$ cat src/rtl/regbank_dump_sequencer.sv
// Streams every register-bank word to the debug unit over valid/ready while the pipeline is halted.
// Latency: 2 cycles per word (READ + SEND); backpressure: o_data/o_index held in SEND until i_ready.
`ifndef DATA_WIDTH
`define DATA_WIDTH 32
`endif

module regbank_dump_sequencer #(
    parameter int NUM_REGS   = 32,
    parameter int DATA_WIDTH = `DATA_WIDTH,
    localparam int ADDR_W    = $clog2(NUM_REGS)
) (
    input  logic                  i_clk,
    input  logic                  i_reset,
    input  logic                  i_start,
    input  logic                  i_halted,
    input  logic                  i_abort,
    output logic                  o_rf_sel,
    output logic [ADDR_W-1:0]     o_rf_addr,
    input  logic [DATA_WIDTH-1:0] i_rf_data,
    output logic [DATA_WIDTH-1:0] o_data,
    output logic [ADDR_W-1:0]     o_index,
    output logic                  o_valid,
    input  logic                  i_ready,
    output logic                  o_busy,
    output logic                  o_done,
    output logic                  o_aborted
);

    typedef enum logic [1:0] {
        S_IDLE,
        S_READ,
        S_SEND,
        S_DONE
    } state_t;

    localparam logic [ADDR_W-1:0] LAST_IDX = ADDR_W'(NUM_REGS - 1);

    state_t                  state_q,   state_d;
    logic [ADDR_W-1:0]       idx_q,     idx_d;
    logic [DATA_WIDTH-1:0]   data_q,    data_d;
    logic [ADDR_W-1:0]       index_q,   index_d;
    logic                    valid_q,   valid_d;
    logic                    rf_sel_q,  rf_sel_d;
    logic                    busy_q,    busy_d;
    logic                    done_q,    done_d;
    logic                    aborted_q, aborted_d;

    logic abort_req;

    // Losing the halt is treated exactly like an explicit abort: the write port may wake up.
    assign abort_req = i_abort || !i_halted;

    always_comb begin
        state_d   = state_q;
        idx_d     = idx_q;
        data_d    = data_q;
        index_d   = index_q;
        valid_d   = valid_q;
        rf_sel_d  = rf_sel_q;
        busy_d    = busy_q;
        done_d    = 1'b0;
        aborted_d = 1'b0;

        case (state_q)
            S_IDLE: begin
                valid_d  = 1'b0;
                rf_sel_d = 1'b0;
                busy_d   = 1'b0;
                if (i_start && i_halted) begin
                    idx_d    = '0;
                    state_d  = S_READ;
                    rf_sel_d = 1'b1;
                    busy_d   = 1'b1;
                end
            end

            S_READ: begin
                if (abort_req) begin
                    state_d   = S_IDLE;
                    valid_d   = 1'b0;
                    rf_sel_d  = 1'b0;
                    busy_d    = 1'b0;
                    aborted_d = 1'b1;
                end else begin
                    data_d  = i_rf_data;
                    index_d = idx_q;
                    valid_d = 1'b1;
                    state_d = S_SEND;
                end
            end

            S_SEND: begin
                // Abort takes priority over a coinciding transfer; that word is not delivered.
                if (abort_req) begin
                    state_d   = S_IDLE;
                    valid_d   = 1'b0;
                    rf_sel_d  = 1'b0;
                    busy_d    = 1'b0;
                    aborted_d = 1'b1;
                end else if (valid_q && i_ready) begin
                    valid_d = 1'b0;
                    if (idx_q == LAST_IDX) begin
                        state_d  = S_DONE;
                        rf_sel_d = 1'b0;
                        done_d   = 1'b1;
                    end else begin
                        idx_d   = idx_q + ADDR_W'(1);
                        state_d = S_READ;
                    end
                end
            end

            S_DONE: begin
                state_d  = S_IDLE;
                rf_sel_d = 1'b0;
                busy_d   = 1'b0;
            end

            default: begin
                state_d  = S_IDLE;
                valid_d  = 1'b0;
                rf_sel_d = 1'b0;
                busy_d   = 1'b0;
            end
        endcase
    end

    always_ff @(posedge i_clk or posedge i_reset) begin
        if (i_reset) begin
            state_q   <= S_IDLE;
            idx_q     <= '0;
            data_q    <= '0;
            index_q   <= '0;
            valid_q   <= 1'b0;
            rf_sel_q  <= 1'b0;
            busy_q    <= 1'b0;
            done_q    <= 1'b0;
            aborted_q <= 1'b0;
        end else begin
            state_q   <= state_d;
            idx_q     <= idx_d;
            data_q    <= data_d;
            index_q   <= index_d;
            valid_q   <= valid_d;
            rf_sel_q  <= rf_sel_d;
            busy_q    <= busy_d;
            done_q    <= done_d;
            aborted_q <= aborted_d;
        end
    end

    assign o_rf_sel  = rf_sel_q;
    assign o_rf_addr = idx_q;
    assign o_data    = data_q;
    assign o_index   = index_q;
    assign o_valid   = valid_q;
    assign o_busy    = busy_q;
    assign o_done    = done_q;
    assign o_aborted = aborted_q;

endmodule

$ cat config.mk
export PLATFORM = sky130hd
export DESIGN_NAME = regbank_dump_sequencer
export DESIGN_NICKNAME = d
export VERILOG_FILES = /design/src/rtl/regbank_dump_sequencer.sv
export SDC_FILE = /design/constraint.sdc
export NUM_CORES = 1
export LEC_CHECK = 0
export ABC_AREA = 1
export CAP_MARGIN = 20
export CORE_AREA = 3 3 68 95
export DETAILED_ROUTE_END_ITERATION = 16
export DIE_AREA = 0 0 71 98
export PLACE_DENSITY = 0.76
export SYNTH_ARGS = -nofsm -noshare
export SYNTH_HDL_FRONTEND = slang
export SYNTH_SLANG_ARGS = --single-unit
$ cat constraint.sdc
create_clock -name i_clk -period 1.6 [get_ports i_clk]
set_clock_uncertainty 0.15 [all_clocks]
set_input_delay 0.32 -clock i_clk [delete_from_list [all_inputs] [get_ports i_clk]]
set_output_delay 0.32 -clock i_clk [all_outputs]
set_load 0.005 [all_outputs]
# Word-level counts from Yosys, hierarchy flattened
# Cells that the tools add are included.
# totals
regBits	49
in_bits	38
output_inout_bits	47
wordCells	64
# classes
n_addsub	1
eq_ne	12
muxes	28
bitwise	1
reduce_logical	13
# op_table
op	n
$mux W5	4
$mux W1	14
$mux W2	5
$ne A2 B2 Y1 const B	5
$pmux W5 S2	1
$pmux W2 S4	1
$ne A3 B3 Y1 const B	2
$pmux W1 S3	2
$reduce_and A2 Y1	3
$add A5 B1 Y5 const B	1
$eq A5 B5 Y1 const B	1
$reduce_and A5 Y1	1
$eq A2 B2 Y1 const B	2
$pmux W1 S4	1
$reduce_and A3 Y1	1
$reduce_bool A3 Y1	1
$eq A2 B1 Y1 const B	1
$logic_and A1 B1 Y1	2
$logic_not A2 Y1	1
$ne A2 B1 Y1 const B	1
$reduce_bool A2 Y1	1
$reduce_or A2 Y1	1
$logic_not A1 Y1	1
$logic_or A1 B1 Y1	1
$not A1 Y1	1

# Depth between registers and ports, before layout
# Gate-level depths: netlist of the first run.
# logic_depth
word_depth	5
ltp_mapped	9
depth_no_buf	9

# Worst setup path after synthesis of the first run
# OpenSTA, ideal clock, no wires.
# synth_path
path_kind	reg2reg
start	reg idx_q[0] (netlist: o_rf_addr[0])
end	reg idx_q[0] (netlist: o_rf_addr[0])
setup_time_ns	0.065
t_arrival_ns	1.401
t_required_ns	1.385
slack_ns	-0.017
stages_incl_launch_ff	10
n_path_buf	0
synth_period_minus_slack_ns	1.617
cell_sequence	dfrtp_1 ha_1 nand2_1 nor2_1 ha_1 nor2_1 nand3b_1 nand2_1 nand3_1 nand2_1
# synth_between
elab_chain_cells	5
elab_cells_between_ends	8
cone_classes	add/sub (1); eq/ne (2); mux (4); reduce/logical (1)
# synth_lines
element	line	source
from (decl)	39	logic [ADDR_W-1:0] idx_q, idx_d;
from (signal assigned)	141	idx_q <= idx_d;
$add A5 B1 Y5	107	idx_d = idx_q + ADDR_W'(1);
$mux W5	102	if (idx_q == LAST_IDX) begin
$mux W5	100	end else if (valid_q && i_ready) begin
$mux W5	94	if (abort_req) begin
$pmux W5 S2	64	case (state_q)
# Several ways; a longest one is shown, not always the timed one. The select of a mux whose other input is x is not followed.
# A chain may end at the register's enable or synchronous reset.

# Worst setup path in the final report of the first run
# layout_path
start	reg state_q[1]
end	reg idx_q[1] (netlist: o_rf_addr[1])
# layout_between
elab_chain_cells	3
elab_cells_between_ends	9
cone_classes	eq/ne (5); mux (1); reduce/logical (3)
# layout_lines
element	line	source
from (decl)	38	state_t state_q, state_d;
from (signal assigned)	140	state_q <= state_d;
$eq A2 B2 Y1 / $logic_not A2 Y1 (equally long branches)	64	
$ne A2 B2 Y1 (no source line) / $reduce_bool A2 Y1 (equally long branches)	-	
$reduce_and A5 Y1 (no source line)	-	
# Several ways; a longest one is shown, not always the timed one.

==> run_results.csv, run 1 <==
group,metric,value,unit
synth,synth_nets,302,
sta,hold_viol,0,
place,globalplace.congestion,0.842,
synth,synth_cell_type_count,19,
power_and_ir_drop,ir_drop,0.603,mV
worst_hold_path,hp-class,"in2async",
die,io_pins,85,
flow_run,drv_cap,0,
sta,whs,0.279,ns
clock_network,clock-root-buffer,"clkbuf_8",
worst_setup_path,r2r-end,"o_rf_addr[1]$_DFFE_PP0P_",
route,dr.max_layer_used,"met4",
die,die_area,6960,sq um
layout,nets,417,
clock_network,numCtsBuffers,5,
worst_setup_path,rr_worst_depth,7,
sta,finalCritPeriodShare,0.977,
layout,diodes,0,
worst_setup_path,cpMaxStageDelayCell,"dfrtp_1",
die,rows,32,
place,placed_cell_area,3270,sq um
worst_setup_path,path_delay_family,"flip-flops",
die,coreArea,5610,sq um
synth,synthesis.area,2190,sq um
worst_setup_path,path_class,"reg2reg",
power_and_ir_drop,p_total,4.92,mW
route,num_vias,2114,
clock_network,clockBufferDepth,2,
grt,antenna_found_initial,0,
synth,syn_inst,257,
place,dp_cells,420,
sta,rsz0062_at_grt,"yes",
layout,layout.area.seq,1230,sq um
die,die_h,98,um
clock_network,htreeDepth,2,
route,drt-met1-wl,2360,um
sta,fin_crit,1.56,ns
grt,grt_overflow,0,
grt,grt_pass1_wl,10300,um
worst_setup_path,critPathMostFrequentCell,"nand2_1",
layout,multi_input_area,892,sq um
layout,layout.cells.non_filler,440,
route,drtPass1Iterations,4,
route,wire_per_inst,13.4,um
die,chipWidth,71,um
layout,stdcell_area,3470,sq um
worst_setup_path,timing.rr.start,"state_q[1]$_DFFE_PP0P_",
layout,nFillCells,507,
place,dp_hpwl,4290,um
worst_setup_path,worstSetupEndpointType,"flip-flop",
worst_setup_path,crit_buf_inv,1,
synth,ys_ff_latch,49,
clock_network,numClockSinks,49,
worst_setup_path,crit_path_max_incr_delay,0.45,ns
sta,fmax,640,MHz
synth,ys_warn_count,0,
route,final_antenna_net_count,0,
route,drtIter0Drc,150,
sta,finalSetupViolations,0,
route,wl_met3,306,um
route,dr_wl_met2,3160,um
power_and_ir_drop,power_density,1420,nW/um^2
place,portBuffers,84,
layout,layout-drive-gt1-share,0.167,
worst_setup_path,crit_chain,"inv_1 > ha_1 > nor2_1 > a21oi_2 > nand3_2 > nand2_1 > nand2_1",
sta,tns,0,ns
route,vias_per_cell,4.80,
route,drc_errors,0,
clock_network,path_clk_slew,0.09,ns
synth,yosysSeqAreaShare,0.560,
sta,slew_headroom,0.803,
worst_setup_path,start_kind,"flip-flop",
worst_setup_path,crit_required,1.64,ns
grt,grt_pass1_vias,2229,
worst_setup_path,crit_fanout,5,
grt,grt_max_degree,50,
sta,worst_pin_slew,0.292,ns
route,totalWireLength,5880,um
grt,gr-usage-all-layers,0.182,
worst_setup_path,rrSetupSlack,0.04,ns
die,initial_core_util,0.390,
status,status,"completed",
layout,area_delta_synth_final,58.6,%
worst_setup_path,arrival,1.60,ns
clock_network,cts_tree,"yes",
power_and_ir_drop,p_leak,1.89,nW
sta,slew_violations,0,
clock_network,worstSkewPairLatency,0.29,ns
synth,synth_area_per_cell,8.51,sq um
-- tightest hold or removal path: stages --
cell             delay (ns)
clkdlybuf4s50_1        0.44
clkinvlp_4             0.10
buf_12                 0.25
-- metal layers --
metal | global-route usage | vias up
li1 | - | 1042
met1 | 0.226 | 1008
met2 | 0.322 | 58
met3 | 0.0330 | 6
met4 | 0.0463 | 0
met5 | 0 | -
-- flip-flops by register name, indices dropped and copies added, names as in the netlist --
name / flops
o_aborted: 1
o_valid: 1
o_rf_addr: 5
o_busy: 1
state_q: 2
o_index: 5
o_done: 1
o_data: 32
o_rf_sel: 1
-- placed cells by master (no fill, tap or decap) --
cell type        instances
nand2_1                104
dfrtp_1                 48
dlygate4sd2_1           46
nand3_1                 45
clkdlybuf4s50_1         37
buf_4                   31
inv_1                    9
nor2_1                   9
clkbuf_8                 5
o21ai_0                  4
buf_12                   4
nand2_2                  3
ha_1                     3
inv_2                    2
nor2_4                   2
nand3_2                  2
o21ai_1                  2
ha_4                     2
ha_2                     2
buf_6                    2
nor2_2                   1
nand3b_1                 1
a21oi_2                  1
nand4_1                  1
clkinvlp_4               1
a21oi_1                  1
bufinv_16                1
clkinv_2                 1
dfrtp_2                  1
clkbuf_2                 1
-- cell type report --
class / instances / area share
Clock inverter: 2 / 0.0101
Sequential cell: 49 / 0.354
Inverter: 12 / 0.0141
Clock buffer: 5 / 0.0198
Timing Repair Buffer: 121 / 0.321
Multi-Input combinational cell: 183 / 0.257
Tap cell: 68 / 0.0245
-- synthesized netlist by cell type, drive strengths merged --
master | instances | area (sq um)
inv | 12 | 45.0
ha | 7 | 87.6
nand3b | 1 | 7.51
dfrtp | 49 | 1230
clkbuf | 3 | 11.3
nand4 | 1 | 6.26
nor2 | 12 | 52.6
buf | 10 | 67.6
o21ai | 6 | 30.0
a21oi | 2 | 10.0
nand2 | 107 | 404
nand3 | 47 | 240
-- cell families after synthesis --
group	synth area share
simple gates	0.325
fa+ha+maj	0.0400
flops	0.560
buf+inv	0.0566
compound gates	0.0183
-- metrics by stage --
step                setup slack [ns]   util
finish                        0.0374  0.619
CTS                          -0.0398  0.615
global placement              -0.105  0.584
global route                 -0.0769  0.619
detailed placement            -0.164  0.584
floorplan                     0.0180      -
-- worst max-delay path by stage --
stage                              from                  endpoint  slack (ns)  cells past startpoint
2_1_floorplan  o_rf_addr[0]$_DFFE_PP0P_  o_rf_addr[3]$_DFFE_PP0P_        0.02                      8
3_3_place_gp                   i_halted     o_data[1]$_DFFE_PP0P_       -0.11                      7
3_5_place_dp                   i_halted    o_data[10]$_DFFE_PP0P_       -0.16                      7
4_1_cts        o_rf_addr[1]$_DFFE_PP0P_    state_q[1]$_DFFE_PP0P_       -0.04                      9
5_1_grt        o_rf_addr[0]$_DFFE_PP0P_  o_rf_addr[1]$_DFFE_PP0P_       -0.08                      9
6_report         state_q[1]$_DFFE_PP0P_  o_rf_addr[1]$_DFFE_PP0P_        0.04                      7
-- repair_timing --
action,in CTS,in global routing
gates cloned,0,0
pin swaps,6,6
resized for setup,59,6
buffers inserted,13,0
setup endpoints to repair,55,32
hold buffers,0,0
-- power by group --
part           internal [mW]  switching (mW)
clock network          0.455           0.394
registers               1.71           0.241
logic                   1.07            1.05
No activity file was read; power rests on OpenSTA's default activity.
==> inputs of run 2 (changes only) <==
--- a/config.mk
+++ b/config.mk
@@ -14,3 +14,4 @@
 export SYNTH_ARGS = -nofsm -noshare
 export SYNTH_HDL_FRONTEND = slang
 export SYNTH_SLANG_ARGS = --single-unit
+export TNS_END_PERCENT = 50
==> run 2 against run 1 <==
Critical endpoint is now o_rf_addr[2]$_DFFE_PP0P_; routed wire length up 2.3%; worst setup slack got worse by 0.069 ns; register-to-register slack lost 0.07 ns; highest routed layer unchanged; first-iteration DRC count is 34% lower; global-route usage down 0.28 points; flip-flop and latch count unchanged; final cell count fell by 2.3%; design area is 2.1% lower; die area did not move; utilization shrank 1.3 points; the flow now finishes with violations (negative setup slack); sequential share of layout area up 0.73 points.
==> run_results.csv, run 2 (synthesis results as in run 1) <==
group,metric,value,unit
worst_setup_path,rrSetupSlack,-0.03,ns
route,final_antenna_net_count,0,
sta,finalCritPeriodShare,1.02,
layout,diodes,0,
worst_setup_path,r2r-end,"o_rf_addr[2]$_DFFE_PP0P_",
sta,hold_viol,0,
sta,worst_pin_slew,0.301,ns
layout,area_delta_synth_final,55.2,%
worst_setup_path,cpMaxStageDelayCell,"dfrtp_1",
clock_network,numCtsBuffers,5,
clock_network,worstSkewPairLatency,0.29,ns
grt,gr-usage-all-layers,0.179,
worst_setup_path,timing.rr.start,"o_rf_addr[0]$_DFFE_PP0P_",
die,coreArea,5610,sq um
place,globalplace.congestion,0.888,
worst_setup_path,arrival,1.67,ns
sta,slew_headroom,0.798,
route,drtIter0Drc,99,
grt,grt_pass1_wl,10100,um
clock_network,numClockSinks,49,
worst_setup_path,crit_required,1.64,ns
sta,whs,0.286,ns
worst_setup_path,start_kind,"flip-flop",
sta,finalSetupViolations,6,
grt,grt_max_degree,50,
die,chipWidth,71,um
route,wire_per_inst,14.0,um
worst_setup_path,path_class,"reg2reg",
route,drc_errors,0,
die,die_h,98,um
worst_setup_path,crit_chain,"ha_2 > nand2_2 > nor2_4 > ha_4 > a21oi_4 > nand3_2 > nand2_1 > nand2_1",
grt,antenna_found_initial,0,
worst_setup_path,crit_fanout,5,
grt,grt_overflow,0,
route,totalWireLength,6020,um
route,num_vias,2058,
layout,nFillCells,498,
worst_setup_path,rr_worst_depth,8,
clock_network,cts_tree,"yes",
sta,fin_crit,1.63,ns
power_and_ir_drop,p_leak,1.85,nW
die,die_area,6960,sq um
route,drtPass1Iterations,4,
worst_setup_path,critPathMostFrequentCell,"nand2_1",
place,dp_slack,-0.202,ns
worst_setup_path,crit_path_max_incr_delay,0.41,ns
worst_setup_path,critical_path.startpoint,"o_rf_addr[0]$_DFFE_PP0P_",
layout,nets,406,
die,rows,32,
layout,mostFrequentLayoutCell,"nand2_1",
sta,layout_setup_ws,-0.0315,ns
worst_hold_path,hp-class,"in2async",
place,portBuffers,84,
layout,largest_register_ffs,32,
clock_network,ctsHoldBuffers,0,
sta,fmax,613,MHz
status,status,"finished with violations",
clock_network,htreeDepth,2,
worst_setup_path,worstSetupEndpointType,"flip-flop",
clock_network,clock-root-buffer,"clkbuf_8",
worst_setup_path,crit_path_end,"o_rf_addr[2]$_DFFE_PP0P_",
route,vias_per_cell,4.79,
die,io_pins,85,
power_and_ir_drop,power_density,1440,nW/um^2
sta,slew_violations,0,
layout,layout-drive-gt1-share,0.135,
grt,grt_pass1_vias,2099,
sta,rsz0062_at_grt,"yes",
place,dp_hpwl,4270,um
clock_network,path_clk_slew,0.09,ns
clock_network,clockBufferDepth,2,
flow_run,drv_cap,0,
layout,layout_common_cells,"nand2_1, dfrtp_1, dlygate4sd2_1",
die,initial_core_util,0.390,
power_and_ir_drop,ir_drop,0.781,mV
status,violations,"negative setup slack",
-- run 2: area by class of cell --
type,instances,area [sq um],share of cell area
flip-flops and latches,49,1230,0.361
repair buffers,110,1020,0.300
multi-input cells,183,902,0.266
clock buffers,7,86.3,0.0254
well taps,68,85.1,0.0250
inverters,12,48.8,0.0144
clock inverters,1,30.0,0.00884
-- run 2: what timing repair did --
action                                 4_1_cts  5_1_grt
setup endpoints to repair                   54       14
endpoints found under the hold margin        0        0
buffers inserted                             4        1
pin swaps                                    7        6
gates resized for setup                     56        9
-- run 2: worst min-delay path by stage --
stage	endpoint	slack (ns)	depth (start not counted)
CTS	o_data[19]$_DFFE_PP0P_	0.29	3
global placement	o_data[21]$_DFFE_PP0P_	0.30	2
global route	o_data[19]$_DFFE_PP0P_	0.32	3
floorplan	o_aborted$_DFF_PP0_	0.21	1
finish	o_data[16]$_DFFE_PP0P_	0.29	3
detailed placement	o_data[9]$_DFFE_PP0P_	0.31	2
-- run 2: worst max-delay path, delay by kind of cell (launching register included) --
family	cells	cell delay (ns)
AO/OA/AOI/OAI	1	0.14
adder cells (fa/ha/maj)	2	0.37
flip-flops	1	0.41
AND/OR/NAND/NOR	5	0.44
-- run 2: where the power goes --
part | internal (mW) | switching, mW
registers | 1.71 | 0.253
logic | 0.970 | 1.03
clock network | 0.510 | 0.400
-- run 2: layer usage --
metal	global-route usage	part of all wire	vias up
li1	-	-	1024
met1	0.219	0.42	971
met2	0.323	0.53	59
met3	0.0330	0.040	4
met4	0.0391	0.0071	0
met5	0	0	-
-- run 2: stage by stage --
step / cell area (sq um) / TNS [ns] / std cells / utilization / total power [mW]
after CTS: 3350 / -0.0919 / 429 / 0.597 / 4.89
after global routing: 3400 / -0.680 / 430 / 0.606 / 5.27
after detailed placement: 3230 / -7.57 / 417 / 0.577 / 4.25
final: 3400 / -0.117 / 430 / 0.606 / 4.88
after global placement: 3230 / -5.97 / 417 / 0.577 / 4.17
after floorplan: 2190 / -0.0828 / 257 / - / 2.86
==> RTL edit 1: new RTL, flow settings as in run 2 <==
`DATA_WIDTH`: 32 -> 16.
--- a/src/rtl/regbank_dump_sequencer.sv
+++ b/src/rtl/regbank_dump_sequencer.sv
@@ -1,7 +1,7 @@
 // Streams every register-bank word to the debug unit over valid/ready while the pipeline is halted.
 // Latency: 2 cycles per word (READ + SEND); backpressure: o_data/o_index held in SEND until i_ready.
 `ifndef DATA_WIDTH
-`define DATA_WIDTH 32
+`define DATA_WIDTH 16
 `endif
 
 module regbank_dump_sequencer #(
Ports: changed (resized i_rf_data and o_data); port bits go from 85 to 53. No check against the original RTL was run, so the function may have changed too.
==> RTL edit 1 against run 2 <==
- area after synthesis down 27%
- via count down 28%
- final area down 26%
- power down 32%
- clock power down 12%
- wire length down 33%
- fmax down 0.76%
- the run still ends with negative setup slack left
- worst setup slack worse by 12 ps
- largest power group unchanged
- sequential cell count down 16
- core utilization down 16 points
- count of clock-buffer cells in the layout unchanged
- synthesized cell count down 28%
- first-iteration DRC count up 47%
==> RTL edit 1: results (changes against run 2) <==
status = complete, but fails checks
failing checks = negative setup slack
CP Data Required Time = 1620 ps (-20 ps)
DR vias/cell = 4.53 (-5.4%)
worst min path class = in2async
Nets = 289 (-29%)
initial antenna violation count = 0 (unchanged)
unique cell type count in the Yosys netlist = 19 (unchanged)
Post-Place Worst Slack = -168 ps (+33.3 ps)
Setup violations, final = 6 (unchanged)
routed len/inst = 12.3 microns (-12%)
fraction of layout cells with a size suffix above 1 = 20.7% (+7.2 points)
largest net degree at the start of global routing = 34 (-32%)
global-route wire length before repair = 6870 microns (-32%)
vias in the first global route = 1498 (-29%)
XOR/XNOR share of the synthesized area = 0% (unchanged)
Post-Synthesis Cells = 185 (-28%)
top post-synthesis cells by area = dfrtp_1 (52%), nand2_1 (17%), nand3_1 (7.2%), ha_1 (5.5%), inv_1 (2.4%)
Crit Path Max Fanout = 5 (unchanged)
setup ws final = -44.0 ps (-12.5 ps)
leak pwr = 1.38 nW (-26%)
placed cell count = 316 (-24%)
most numerous cell in the Yosys netlist = nand2_1
Compound-Gate Fraction of Synth Area = 3.77% (+1.9 points)
Clock transition at path regs = 70 ps (-20 ps)
top cells by count, synth = nand2_1 (72), dfrtp_1 (33), nand3_1 (23)
max reg flops = 16 (-50%)
Port Buffers = 52 (-38%)
synthesis warning total = 0 (unchanged)
area leader, netlist = dfrtp_1
H-Tree Depth = 2 (unchanged)
# diodes = 0 (unchanged)
first-iteration detailed-routing DRC count = 146 (+47%)
DR pass1 iterations = 6 (+2)
detailed placer's ending HPWL = 2930 microns (-31%)
setup TNS = -187 ps (-70.9 ps)
final wirelength = 4040 microns (-33%)
RePlAce Congestion = 0.841 (-5.3%)
DP Area = 2290 sq um (-29%)
Slew @ Worst Pin = 186 ps (-114 ps)
Peak supply drop = 517 uV (-34%)
Syn Nets = 214 (-29%)
Post-synth ARST share = 100% (unchanged)
post-synthesis sequential area ratio = 51.8% (-4.2 points)
synthesized-area fraction occupied by adder cells = 5.50% (+1.5 points)
Tot GR Track Use = 12.3% (-5.6 points)
RTL edit 1: changes by cell type after synthesis, moves of 2 or more:
cell	delta
nand3_1	-23
dfrtp_1	-16
clkbuf_1	-3
nand2_2	+2
nand4_1	+3
nand2_4	+2
nand2_1	-34
o21ai_2	+2
buf_4	+2
buf_2	-6
RTL edit 1: repair_timing:
item / 4_1_cts / 5_1_grt
setup endpoints to repair: 35 / 35
pin swaps: 10 / 4
gates resized for setup: 30 / 22
endpoints found under the hold margin: 0 / 0
setup buffers: 4 / 1
RTL edit 1: area by class of cell:
cell class                 instances  area, sq um
multi-input combinational        133          746
inverter                          12         45.0
sequential                        33          827
clock buffer                       7         86.3
clock inverter                     1         30.0
timing repair buffer              75          686
tap                               68         85.1
fill                             544         3100
RTL edit 1: report_power, final:
group	leakage, nW	internal, mW	switching (mW)
registers	0.429	1.08	0.121
clock network	0.0585	0.508	0.291
logic	0.890	0.625	0.672
total	1.38	2.21	1.08
RTL edit 1: critical path, stage by stage (launching register included):
cell	delay, ps
dfrtp_1	410
ha_4	180
nand2_4	70
nor2_4	40
ha_4	160
inv_2	50
nand2_2	40
o21ai_2	140
nand3_2	140
nand2_1	100
nand2_1	50
RTL edit 1: worst paths after layout:
kind                                end  slack [ps]    startpoint  depth (start not counted)
hold reg to reg               o_data[9]         310     o_data[9]                          2
min in group i_clk            o_data[9]         310     o_data[9]                          2
max in group asynchronous    state_q[1]         880       i_reset                          3
setup reg to reg           o_rf_addr[1]         -40  o_rf_addr[0]                         10
setup / recovery           o_rf_addr[1]         -40  o_rf_addr[0]                         10
hold / removal               o_index[4]         230       i_reset                          3
RTL edit 1: metal layers:
metal	up-vias	GRT usage, %	routed length (microns)
met1	698	15.0	1640
met3	9	3.50	223
met5	-	0	0
met4	0	5.64	94
li1	736	-	-
met2	47	19.8	2080
==> RTL edit 2: new RTL, config.mk and constraints of run 2 <==
Without the edit above. `data_q` no longer has a reset.
--- a/src/rtl/regbank_dump_sequencer.sv
+++ b/src/rtl/regbank_dump_sequencer.sv
@@ -129,7 +129,6 @@
         if (i_reset) begin
             state_q   <= S_IDLE;
             idx_q     <= '0;
-            data_q    <= '0;
             index_q   <= '0;
             valid_q   <= 1'b0;
             rf_sel_q  <= 1'b0;
@@ -139,7 +138,6 @@
         end else begin
             state_q   <= state_d;
             idx_q     <= idx_d;
-            data_q    <= data_d;
             index_q   <= index_d;
             valid_q   <= valid_d;
             rf_sel_q  <= rf_sel_d;
@@ -147,6 +145,10 @@
             done_q    <= done_d;
             aborted_q <= aborted_d;
         end
+    end
+
+    always_ff @(posedge i_clk) begin
+        data_q <= data_d;
     end
 
     assign o_rf_sel  = rf_sel_q;
Function: differs if i_reset is asserted again (counterexample within 4 cycles, from zero or initial values and one cycle with i_reset high); with i_reset held inactive, the same outputs for 10 cycles.
==> RTL edit 2 against run 2 <==
- the run still ends with negative setup slack left
- core utilization down 5.1 points
- worst setup slack better by 7.6 ps
- worst hold slack worse by 98 ps
- sequential cell count unchanged
- critical path depth up 1
- area after synthesis down 14%
- fmax up 0.47%
- final area down 8.5%
- sequential share of layout area up 8.5 points
- wire length down 27%
- critical path type unchanged
- largest cell class unchanged
- highest routed layer unchanged
Power is not compared: it rests on default switching activity, and its combinational part moved more than twofold at a synthesized area within 25%.
==> RTL edit 2: results (changes against run 2) <==
status = complete, but fails checks
failing checks = negative setup slack
Syn Nets = 194 (-36%)
post-synthesis sequential area ratio = 73.7% (+18 points)
Tot GR Track Use = 12.6% (-5.2 points)
final wirelength = 4410 microns (-27%)
CP delay by family, top = adder cells
post-CTS setup buffer count = 6 (+2)
placed cell count = 316 (-24%)
top post-synthesis cells by area = edfxtp_1 (51%), dfrtp_1 (23%), nand2_1 (8.8%), ha_1 (4.7%), nand3_1 (2.7%)
Signal buf overhead = 32.7% (+2.7 points)
CP max stage delay = 360 ps (-50 ps)
largest net degree at the start of global routing = 29 (-42%)
sequential cell count = 49 (unchanged)
Layout clock area frac = 2.66% (-0.77 points)
Layout clock buffers = 6 (-1)
worst reg2reg path depth = 9 (+1)
PostCTS Resize Cnt = 38 (-32%)
Compound-Gate Fraction of Synth Area = 2.66% (+0.83 points)
non-clock inverter count in the final layout = 13 (+1)
synthesized-area fraction occupied by adder cells = 4.65% (+0.65 points)
Non-clock buffers = 106 (-3.6%)
unique cell type count in the Yosys netlist = 18 (-1)
area of the multi-input gates = 485 sq um (-46%)
non-filler cells, final = 330 (-23%)
Crit Path Max Fanout = 3 (-2)
setup ws final = -24.0 ps (+7.58 ps)
Setup violations, final = 4 (-2)
Post-Synthesis Cells = 149 (-42%)
global-route wire length before repair = 6840 microns (-32%)
max_slew headroom = 83.4% (+3.6 points)
CP Capture Point = state_q[1]
setup TNS = -43.0 ps (+73.5 ps)
Post-synth ARST share = 34.7% (-65 points)
-- RTL edit 2: cell types whose count changed after synthesis, sizes merged --
| cell | change |
|---|---|
| nand2 | -61 |
| nand3 | -36 |
| dfrtp | -32 |
| edfxtp | +32 |
| buf | -9 |
| clkbuf | -3 |
| nor2 | -2 |
| a21oi | +1 |
| inv | +1 |
| o21ai | +1 |
-- RTL edit 2: metal layers --
metal  routed length, microns  vias up  track usage (%)
met3                      347        6             3.81
met1                     1590      679             14.4
li1                         -      720                -
met2                     2410       63             22.2
met4                       61        0             4.34
met5                        0        -                0
-- RTL edit 2: through the flow --
step / instance area, sq um / power (mW) / util [%] / setup slack, ps
final: 3110 / 3.14 / 55.5 / -24.0
after global routing: 3110 / 3.35 / 55.5 / -146
after global placement: 2950 / 2.50 / 52.6 / -164
after floorplan: 1900 / 1.99 / - / -118
after detailed placement: 2950 / 2.52 / 52.6 / -199
after CTS: 3050 / 3.19 / 54.4 / -48.0
